--- config.mk ---
export PLATFORM = sky130hd
export DESIGN_NAME = shift_capture
export DESIGN_NICKNAME = d
export VERILOG_FILES = /design/src/rtl/shift_capture.sv
export SDC_FILE = /design/constraint.sdc
export NUM_CORES = 1
export LEC_CHECK = 0
export BUFFER_PORTS_ARGS = -buffer_cell sky130_fd_sc_hd__buf_2
export CAP_MARGIN = 20
export CORE_MARGIN = 5
export CORE_UTILIZATION = 45
export CTS_CLUSTER_SIZE = 30
export DETAILED_ROUTE_END_ITERATION = 6
export GPL_TIMING_DRIVEN = 0
export PLACE_DENSITY = 0.68
export RECOVER_POWER = 100
export REMOVE_ABC_BUFFERS = 1
export SLEW_MARGIN = 20
export SYNTH_ARGS = -nofsm -noshare
export SYNTH_HDL_FRONTEND = slang
export SYNTH_SLANG_ARGS = --single-unit
--- constraint.sdc ---
create_clock -name iClk -period 1.5 [get_ports iClk]
set_clock_uncertainty 0.1 [all_clocks]
set_input_delay 0.075 -clock iClk [delete_from_list [all_inputs] [get_ports iClk]]
set_output_delay 0.075 -clock iClk [all_outputs]
set_load 0.02 [all_outputs]
--- src/rtl/shift_capture.sv ---
// shift_capture: assembles WIDTH serial bits (MSB first) into a word and holds it until it is acknowledged.
module shift_capture #(
  parameter int WIDTH = 8
) (
  input  logic             iClk,
  input  logic             iClr,
  input  logic             iStart,
  input  logic             iSER,
  input  logic             iAck,
  output logic             oShift,
  output logic [WIDTH-1:0] oData,
  output logic             oValid,
  output logic             oBusy,
  output logic             oOverrun
);
  localparam int CW = $clog2(WIDTH);
  typedef enum logic [1:0] {IDLE, CAPTURE, HOLD} state_t;
  state_t           r_state, w_next;
  logic [CW-1:0]    r_cnt;
  logic [WIDTH-1:0] r_sh, r_data, w_word;
  logic             r_valid, r_ovr, w_last, w_enter;
  assign w_last  = r_cnt == CW'(WIDTH - 1);
  assign w_word  = {r_sh[WIDTH-2:0], iSER};
  assign w_enter = w_next == CAPTURE && r_state != CAPTURE;
  always_comb begin
    w_next = IDLE;
    w_next = r_state == IDLE    ? (iStart ? CAPTURE : IDLE) :
             r_state == CAPTURE ? (w_last ? HOLD : CAPTURE) :
             r_state == HOLD    ? (iAck ? (iStart ? CAPTURE : IDLE) : HOLD) : IDLE;
  end
  always_ff @(negedge iClk) begin
    if (iClr) begin
      r_state <= IDLE;
      r_cnt   <= '0;
      r_sh    <= '0;
      r_data  <= '0;
      r_valid <= 1'b0;
      r_ovr   <= 1'b0;
    end else begin
      r_state <= w_next;
      if (w_enter) r_cnt <= '0;
      else if (r_state == CAPTURE && !w_last) r_cnt <= r_cnt + CW'(1);
      if (r_state == CAPTURE) r_sh <= w_word;
      if (r_state == CAPTURE && w_last) begin
        r_data  <= w_word;
        r_valid <= 1'b1;
      end else if (r_state == HOLD && iAck) r_valid <= 1'b0;
      // a start that cannot be honoured because the word is still unread
      if (r_state == HOLD && iStart && !iAck) r_ovr <= 1'b1;
    end
  end
  assign oShift   = r_state == CAPTURE;
  assign oBusy    = r_state == CAPTURE;
  assign oData    = r_data;
  assign oValid   = r_valid;
  assign oOverrun = r_ovr;
endmodule
# Word-level counts from Yosys, hierarchy flattened
# Cells that the tools add are included.
# totals
inputBits	5
output_inout_bits	12
ff_bits	22
# classes
n_eq_ne	5
n_mux	8
addsub	1
reduce_logical	11
# op_table
op	n
2-to-1 mux 2 bit	5
logical AND 1 bit	6
equality test 2 x 1 -> 1 bit, second input constant	2
adder 3 x 1 -> 3 bit, second input constant	1
equality test 3 bit, second input constant	1
2-to-1 mux 1 bit	3
equality test 2 bit, second input constant	1
logical NOT 1 bit	2
logical NOT 2 bit	1
!= test 2 x 1 -> 1 bit, second input constant	1
nonzero test 2 bit	1
OR reduction 2 bit	1

# Depth between registers and ports, before layout
# Gate-level depths: netlist (run 1).
# logic_depth
ltp_word	8
depth_mapped	6
depth_no_buf	5

==> results.txt, run 1 <==
- Largest fanout on the critical path: 3
* Max-slew violation count: 0
* Post-synthesis sequential area ratio: 0.492
* Fillcell total: 188
- The flow ran to the end, but the final reports show violations.
- Total Wirelength: 1870 microns
* Die boundary width: between 50 and 60 microns
- The worst setup path is of the reg2out kind.
- Max H-tree Level: 1
* Via count of the first global-routing pass: 819
- VDD sags by at most a little under 0.9 mV.
- The final reports fail on setup timing.
- Measured against its own limit, the worst slew margin works out to 0.743.
- The cell count after synthesis came out at 103.
* Internal power of the cells: 801 uW
* Core area: a little under 0.002 sq mm
* Insertion delay to the later sink of the worst-skew pair: 390 ps
* Detailed Route Iter0 Violations: 16
* Multi-input gate area in the final layout: 392 sq um
* Worst Setup Slack post-DPL: -591 ps
- Number of violations of the max-capacitance limit: 0
- For the final routed database, the setup TNS stands at -3340 ps.
* Residual DRC: 0
- The worst setup path is captured at a primary output.
- Placed cell areas: 955 sq um
* Clock network fraction of total power: 0.423
- Area overhead of the layout relative to synthesis: 36.5%
- For this design the ratio of total power to cell area is 975 mW/mm^2.
* Maximum number of pins on one net before global-route repair: 21
- Yosys printed 0 warnings.
- Grt ovf: 0
- For this design the top-level I/O count stands at 17.
- Post-detailed-route via-to-cell ratio: approximately 4.7
- Unrepaired setup endpoints after global routing: yes
* Fraction of final layout cells with drive strength greater than 1: 0.329
- Global placer's final weighted congestion: 0.739
- For this design the total switching power over the nets is 390 uW.
- Port buffering added 16 buffers.
- Mean instance size in the synthesized netlist: 8.69 sq um
- Final Hold Violating Endpoints: 0
- The worst setup path is launched from a flop.
- Number of hold buffers added after CTS: 0
- For this run, the total global-route usage over all layers was measured as 0.160.
- Worst hold-check path type: reg2reg
- Longest Clk Path Bufs: 2
* Clk sinks: 22
- Clock input transition at the sequential cells of the worst setup and hold paths: 50 ps
- Once layout is complete, the utilization of the core stands at 0.635.
- Setup-violating endpoint count in the final report: 12
- The number of clock buffers added by TritonCTS is 3.
* DR pass1 iterations: 4
- The share of total power dissipated in combinational logic is 0.073.
* First-pass GRT wire length: around 3300 microns
- Avg WL per Cell: 10.8 microns
- In this run the vertical extent of the chip is 54.6 microns.
- At the pin with the least slew margin, the transition time is 386 ps.
* Antenna Violating Nets Remaining: 0
- Clock root buffer: sky130_fd_sc_hd__clkbuf_4
- Part of the total power dissipated in sequential elements: 0.505
- Post-synthesis instance area: roughly 890 sq um
- Data on the critical path is required at its endpoint by approximately 1300 ps.
- Counting flops and latches in the post-synthesis netlist gives 22.
- Number of nets in the layout: 154
- Final critical-path setup slack: -475 ps
* Switching Fraction: 0.328
* Initial core utilization: 0.465
* Full die area: around 0.0030 sq mm
* Worst-case hold slack: 349 ps
* Std cell rows: 16
- The number of antenna diodes in the final layout is 0.
- Total vias in the final route: 815
- The number of antenna violations at the first check in global routing came to 0.
- Register area: 460 sq um
- Setup slack of the most critical reg-to-reg path: roughly 20 ps
- CTS tree: done
- Count of different cell masters after synthesis: 24
- Post-route standard cell area excluding fillers: 0.00122 sq mm
* Arrival time worst endpoint: roughly 1800 ps
* Estimated wirelength of the detail-placed design: 1050 microns
* Lkg Pwr: 0.548 nW
-- flip-flops by register name, summed over array words and instances (netlist names) --
register  count
r_sh          7
r_state       2
r_cnt         3
oOverrun      1
oValid        1
oData         8
-- power groups by stage --
stage          sequential (mW)  combinational (mW)  clock [mW]
2_1_floorplan            0.610              0.0436      0.0938
3_3_place_gp             0.611              0.0690      0.0938
3_5_place_dp             0.611              0.0698      0.0938
4_1_cts                  0.601              0.0868       0.526
5_1_grt                  0.600              0.0939       0.620
6_report                 0.601              0.0865       0.503
-- critical path, stage by stage, from the launching register on --
cell and delay, ps:
sky130_fd_sc_hd__dfxtp_4 340, sky130_fd_sc_hd__nand2b_4 160, sky130_fd_sc_hd__inv_8 60, sky130_fd_sc_hd__buf_6 110
-- layout by cell type, fill, tap and decap left out, types with 2 or more instances in the layout --
cell type | synthesis | final
sky130_fd_sc_hd__dfxtp_1 | 22 | 10
sky130_fd_sc_hd__clkbuf_2 | 0 | 2
sky130_fd_sc_hd__clkbuf_4 | 0 | 3
sky130_fd_sc_hd__inv_1 | 2 | 23
sky130_fd_sc_hd__nand3_1 | 6 | 6
sky130_fd_sc_hd__o21ai_0 | 3 | 3
sky130_fd_sc_hd__a21oi_2 | 2 | 2
sky130_fd_sc_hd__buf_2 | 3 | 4
sky130_fd_sc_hd__buf_6 | 1 | 12
sky130_fd_sc_hd__dfxtp_4 | 0 | 2
sky130_fd_sc_hd__buf_4 | 1 | 6
sky130_fd_sc_hd__nand2_1 | 26 | 26
sky130_fd_sc_hd__dfxtp_2 | 0 | 10
sky130_fd_sc_hd__nand3_2 | 2 | 2
sky130_fd_sc_hd__a21oi_1 | 17 | 17
sky130_fd_sc_hd__nor2_1 | 4 | 4
-- cell usage after synthesis, drive strengths merged --
cell type,number,share of area
nand2,26,0.11
dfxtp,22,0.49
a21oi,19,0.11
nand3,8,0.056
buf,6,0.060
nor2,4,0.017
inv,3,0.021
o21ai,3,0.017
ha,2,0.028
nand2b,2,0.014
a21o,1,0.0084
a31oi,1,0.0070
and2b,1,0.0084
nand3b,1,0.0084
nor2b,1,0.0070
nor3b,1,0.014
o21a,1,0.0084
xnor2,1,0.0098
-- layer usage --
| layer | GRT usage | routed length, microns | vias up |
|---|---|---|---|
| met5 | 0 | 0 | - |
| met1 | 0.157 | 792 | 363 |
| met4 | 0.141 | 63 | 0 |
| met2 | 0.244 | 909 | 18 |
| li1 | - | - | 427 |
| met3 | 0.0817 | 104 | 7 |
-- area by class of cell --
cell class / instances / share of cell area
tap: 27 / 0.0277
timing repair buffer: 24 / 0.172
clock inverter: 23 / 0.0717
inverter: 2 / 0.0123
clock buffer: 3 / 0.0184
sequential: 22 / 0.377
multi-input combinational: 72 / 0.321
-- kinds of logic after synthesis --
family,share of synthesized area
simple gates,0.234
compound gates,0.155
flops,0.492
buf+inv,0.0811
fa+ha+maj,0.0280
xor+xnor,0.00979
-- stage by stage --
stage / total power, mW / std cells
floorplan: 0.747 / 97
global placement: 0.774 / 140
detailed placement: 0.775 / 140
CTS: 1.21 / 171
global route: 1.31 / 173
finish: 1.19 / 173
-- worst paths after layout --
check / end / startpoint / cells past startpoint
worst min-delay path: oData[1]$_SDFFE_NP0P_ / r_sh[0]$_SDFFE_NP0P_ / 2
worst max-delay path: oBusy / r_state[1]$_SDFF_NP0_ / 3
worst min register to register: oData[1]$_SDFFE_NP0P_ / r_sh[0]$_SDFFE_NP0P_ / 2
worst max register to register: r_cnt[0]$_SDFFE_NP0P_ / r_cnt[0]$_SDFFE_NP0P_ / 5
-- repair_timing --
item / 4_1_cts / 5_1_grt
setup buffers: 6 / 2
pin swaps: 1 / 0
setup endpoints to repair: 26 / 22
resized for setup: 42 / 1
Power figures use the tool's default switching activity.
==> run 2: changes to the inputs <==
- ABC_AREA: default -> 1
- CORE_UTILIZATION: 45 -> 52
- PLACE_DENSITY: 0.68 -> 0.76
==> run 2 against run 1 <==
The flow still finishes with violations (setup timing). Worst hold slack better by 12 ps. Clock power is 4% higher. Critical path depth stayed put. Sequential share of layout area is 1.5 points lower. Flip-flop and latch count stayed put. Cell count is 14% higher. Setup slack better by 41 ps. Die area is 8.1% lower. Total power is 6.1% higher. Wire length is 13% higher. Critical path type unchanged. Register-to-register slack better by 30 ps. Largest power group unchanged.
==> results.txt, run 2 <==
- The run finished, with violations left.
- Violations in the final reports: setup timing
- The sequential element share of the synthesized area came to 0.472 (-0.0198).
- The overall die width was 52.3 microns (-4.1%).
- Most used standard cell by instance count after synthesis: sky130_fd_sc_hd__nor2_1
- The number of rows created at floorplan was 15 (-1).
- The highest ir drop seen on vdd is 0.691 mV (-22%).
* Setup-violating endpoint count in the final report: 12 (unchanged)
* Number of nets in the layout: 180 (+17%)
- The die height was 52.3 microns (-4.1%).
- Count of input and output buffers: 16 (unchanged)
* Commonest cells after routing, fill and taps aside: 38 x sky130_fd_sc_hd__inv_1, 30 x sky130_fd_sc_hd__nor2_1, 26 x sky130_fd_sc_hd__nand2_1
* Final std cells w/o fill: 197 (+14%)
- Setup slack of the most critical reg-to-reg path: 50 ps (+30 ps)
* First-pass GRT wire length: 3720 microns (+13%)
* Fin util: 0.740 (+0.105)
- Global placer's final weighted congestion: 0.728 (-1.5%)
- The core footprint was 0.00171 sq mm (-11%).
- The flop and latch count out of synthesis was 22 (unchanged).
- Initial core utilization: 0.546 (+0.0803)
* CTS tree: done
- Worst max-slew margin expressed relative to the limit: 0.785 (+0.0422)
- Type of element launching the critical path: flop
* Insertion delay to the later sink of the worst-skew pair: 390 ps (about the same)
- Primary flip-flop cell chosen by synthesis mapping: sky130_fd_sc_hd__dfxtp_1
- The number of flops mapped to enable cells by yosys came to 0 (unchanged).
- The sequential cell area came to 458 sq um (-0.54%).
- Largest fanout on the critical path: 3 (unchanged)
- The total routed wirelength was 2110 microns (+13%).
* Post-route standard cell area excluding fillers: 0.00126 sq mm (+3.5%)
- Post-synth top area cell: sky130_fd_sc_hd__dfxtp_1
- The leakage power of the design was 0.691 nW (+26%).
- Grt ovf: 0 (unchanged)
- Yosys attributes the largest share of cell area to sky130_fd_sc_hd__dfxtp_1 47%, sky130_fd_sc_hd__nor2_1 12%, sky130_fd_sc_hd__nand2_1 10%.
- The required time of the critical path came to 1320 ps (about the same).
* Async set-or-reset flop fraction in the synthesized netlist: 0 (unchanged)
* Placed cell areas: 0.00101 sq mm (+6.0%)
- Multi-input gate area in the final layout: 389 sq um (-0.64%)
* Detailed Route Iter0 Violations: 25 (+9)
- The signal arrival time at the worst endpoint was 1760 ps (-40 ps).
* Type of destination of the critical path: primary output
* Residual DRC: 0 (unchanged)
- Clock root buffer: sky130_fd_sc_hd__clkbuf_4
- CTS Buf Count: 3 (unchanged)
* Full die area: 0.00274 sq mm (-8.1%)
- The number of flip-flops in the largest register came to 8 (unchanged).
- Total vias in the final route: 917 (+13%)
- Fraction of final layout cells with drive strength greater than 1: 0.267 (-0.0613)
* Unrepaired setup endpoints after global routing: yes
* Antenna Violating Nets Remaining: 0 (unchanged)
* Worst Setup Slack post-DPL: -427 ps (+164 ps)
* Final critical-path setup slack: -434 ps (+41.4 ps)
- The Yosys warning count is 0 (unchanged).
* Area overhead of the layout relative to synthesis: 35.6%
* Hold Path Stages: 2 (unchanged)
- The CTS H-tree depth was 1 (unchanged).
- The area fraction of the dominant cell type after synthesis was 0.472 (-0.0198).
* Post-detailed-route via-to-cell ratio: 4.65 (-1.2%)
- Clock input transition at the sequential cells of the worst setup and hold paths: 40 ps (about the same)
- Transition at the pin with the smallest max-transition slack: 322 ps (-64.4 ps)
* Most common cell after layout, fill and taps aside: sky130_fd_sc_hd__inv_1
- The total placed cells including tap cells came to 167 (+19%).
- The clock sink count came to 22 (unchanged).
- Worst hold-check path type: reg2reg
* Synthesized instance count: 130 (+26%)
* Mean instance size in the synthesized netlist: 7.17 sq um (-17%)
- The total I/O pin count was 17 (unchanged).
- Number of violations of the max-capacitance limit: 0 (unchanged)
- Register-to-Register Path Depth: 6 (+1)
- The worst-case clock buffer depth is 2 (unchanged).
* DR pass1 iterations: 4 (unchanged)
- The tightest hold margin was 361 ps (+12.1 ps).
- The number of distinct library cell variants in the gate-level netlist after synthesis came to 18 (-25%).
- The final HPWL from detailed placement was 1080 microns (+3.1%).
- PD cells: 1000 mW/mm^2 (+2.5%)
- Counting instances in the post-synthesis netlist gives the leading cell types as 30 x sky130_fd_sc_hd__nor2_1, 26 x sky130_fd_sc_hd__nand2_1, 22 x sky130_fd_sc_hd__dfxtp_1, 19 x sky130_fd_sc_hd__inv_1, 7 x sky130_fd_sc_hd__o21ai_0.
- Post-synthesis instance area: 932 sq um (+4.2%)
- The fill cell instance count of the final layout was 139 (-26%).
- The number of antenna violations at the first check in global routing was 0 (unchanged).
- The maximum number of pins on one net before global-route repair is 18 (-14%).
- The via count of the first global-routing pass came to 961 (+17%).
- The number of antenna repair diodes is 0 (unchanged).
* Overall track demand over capacity in global routing: 0.182 (+0.0224)
* Max-slew violation count: 0 (unchanged)
* Avg WL per Cell: 10.7 microns (-0.67%)
- Final Hold Violating Endpoints: 0 (unchanged)
- The worst setup path is of the reg2out kind.
[run 2: path summary, 6_finish.rpt]
kind,end,start
worst max-delay path,oShift,r_state[0]$_SDFF_NP0_
worst min-delay path,oOverrun$_SDFFE_NP0P_,oOverrun$_SDFFE_NP0P_
worst max register to register,oData[2]$_SDFFE_NP0P_,r_cnt[1]$_SDFFE_NP0P_
worst min register to register,oOverrun$_SDFFE_NP0P_,oOverrun$_SDFFE_NP0P_
[run 2: worst max-delay path: stages, from the launching register on]
cell and delay [ps]:
sky130_fd_sc_hd__dfxtp_4 350, sky130_fd_sc_hd__inv_4 40, sky130_fd_sc_hd__nor2_4 110, sky130_fd_sc_hd__buf_6 130
[run 2: cells by family after synthesis]
| family | Yosys count | share of synthesized area |
|---|---|---|
| compound gates | 13 | 0.0698 |
| flops | 22 | 0.472 |
| simple gates | 69 | 0.317 |
| buf+inv | 24 | 0.114 |
| fa+ha+maj | 2 | 0.0268 |
[run 2: final cells by class]
type                            count  area share
Sequential cell                    22       0.362
Multi-Input combinational cell     84       0.308
Timing Repair Buffer               21       0.152
Clock inverter                     23      0.0703
Inverter                           19      0.0644
Tap cell                           25      0.0248
Clock buffer                        3      0.0178
[run 2: where the power goes]
group | internal (mW) | total [mW] | switching [mW]
sequential | 0.607 | 0.622 | 0.0151
combinational | 0.0484 | 0.120 | 0.0711
clock | 0.179 | 0.521 | 0.342
[run 2: layer usage]
| layer | vias to the layer above | global-route usage | part of all wire |
|---|---|---|---|
| met1 | 400 | 0.187 | 0.42 |
| met3 | 7 | 0.0855 | 0.072 |
| met4 | 0 | 0.102 | 0.024 |
| met2 | 32 | 0.302 | 0.48 |
| li1 | 478 | - | - |
| met5 | - | 0 | 0 |
[run 2: repair_timing]
item / CTS / global route
buffers inserted: 6 / 2
cloned: 0 / 0
setup endpoints to repair: 12 / 32
pin swaps: 1 / 1
hold buffers: 0 / 0
gates resized for setup: 42 / 6
[run 2: through the flow]
stage,power (mW),TNS [ps]
floorplan,0.786,-481
global placement,0.811,-4190
detailed placement,0.814,-4370
CTS,1.27,-3540
global route,1.39,-4360
finish,1.26,-3350
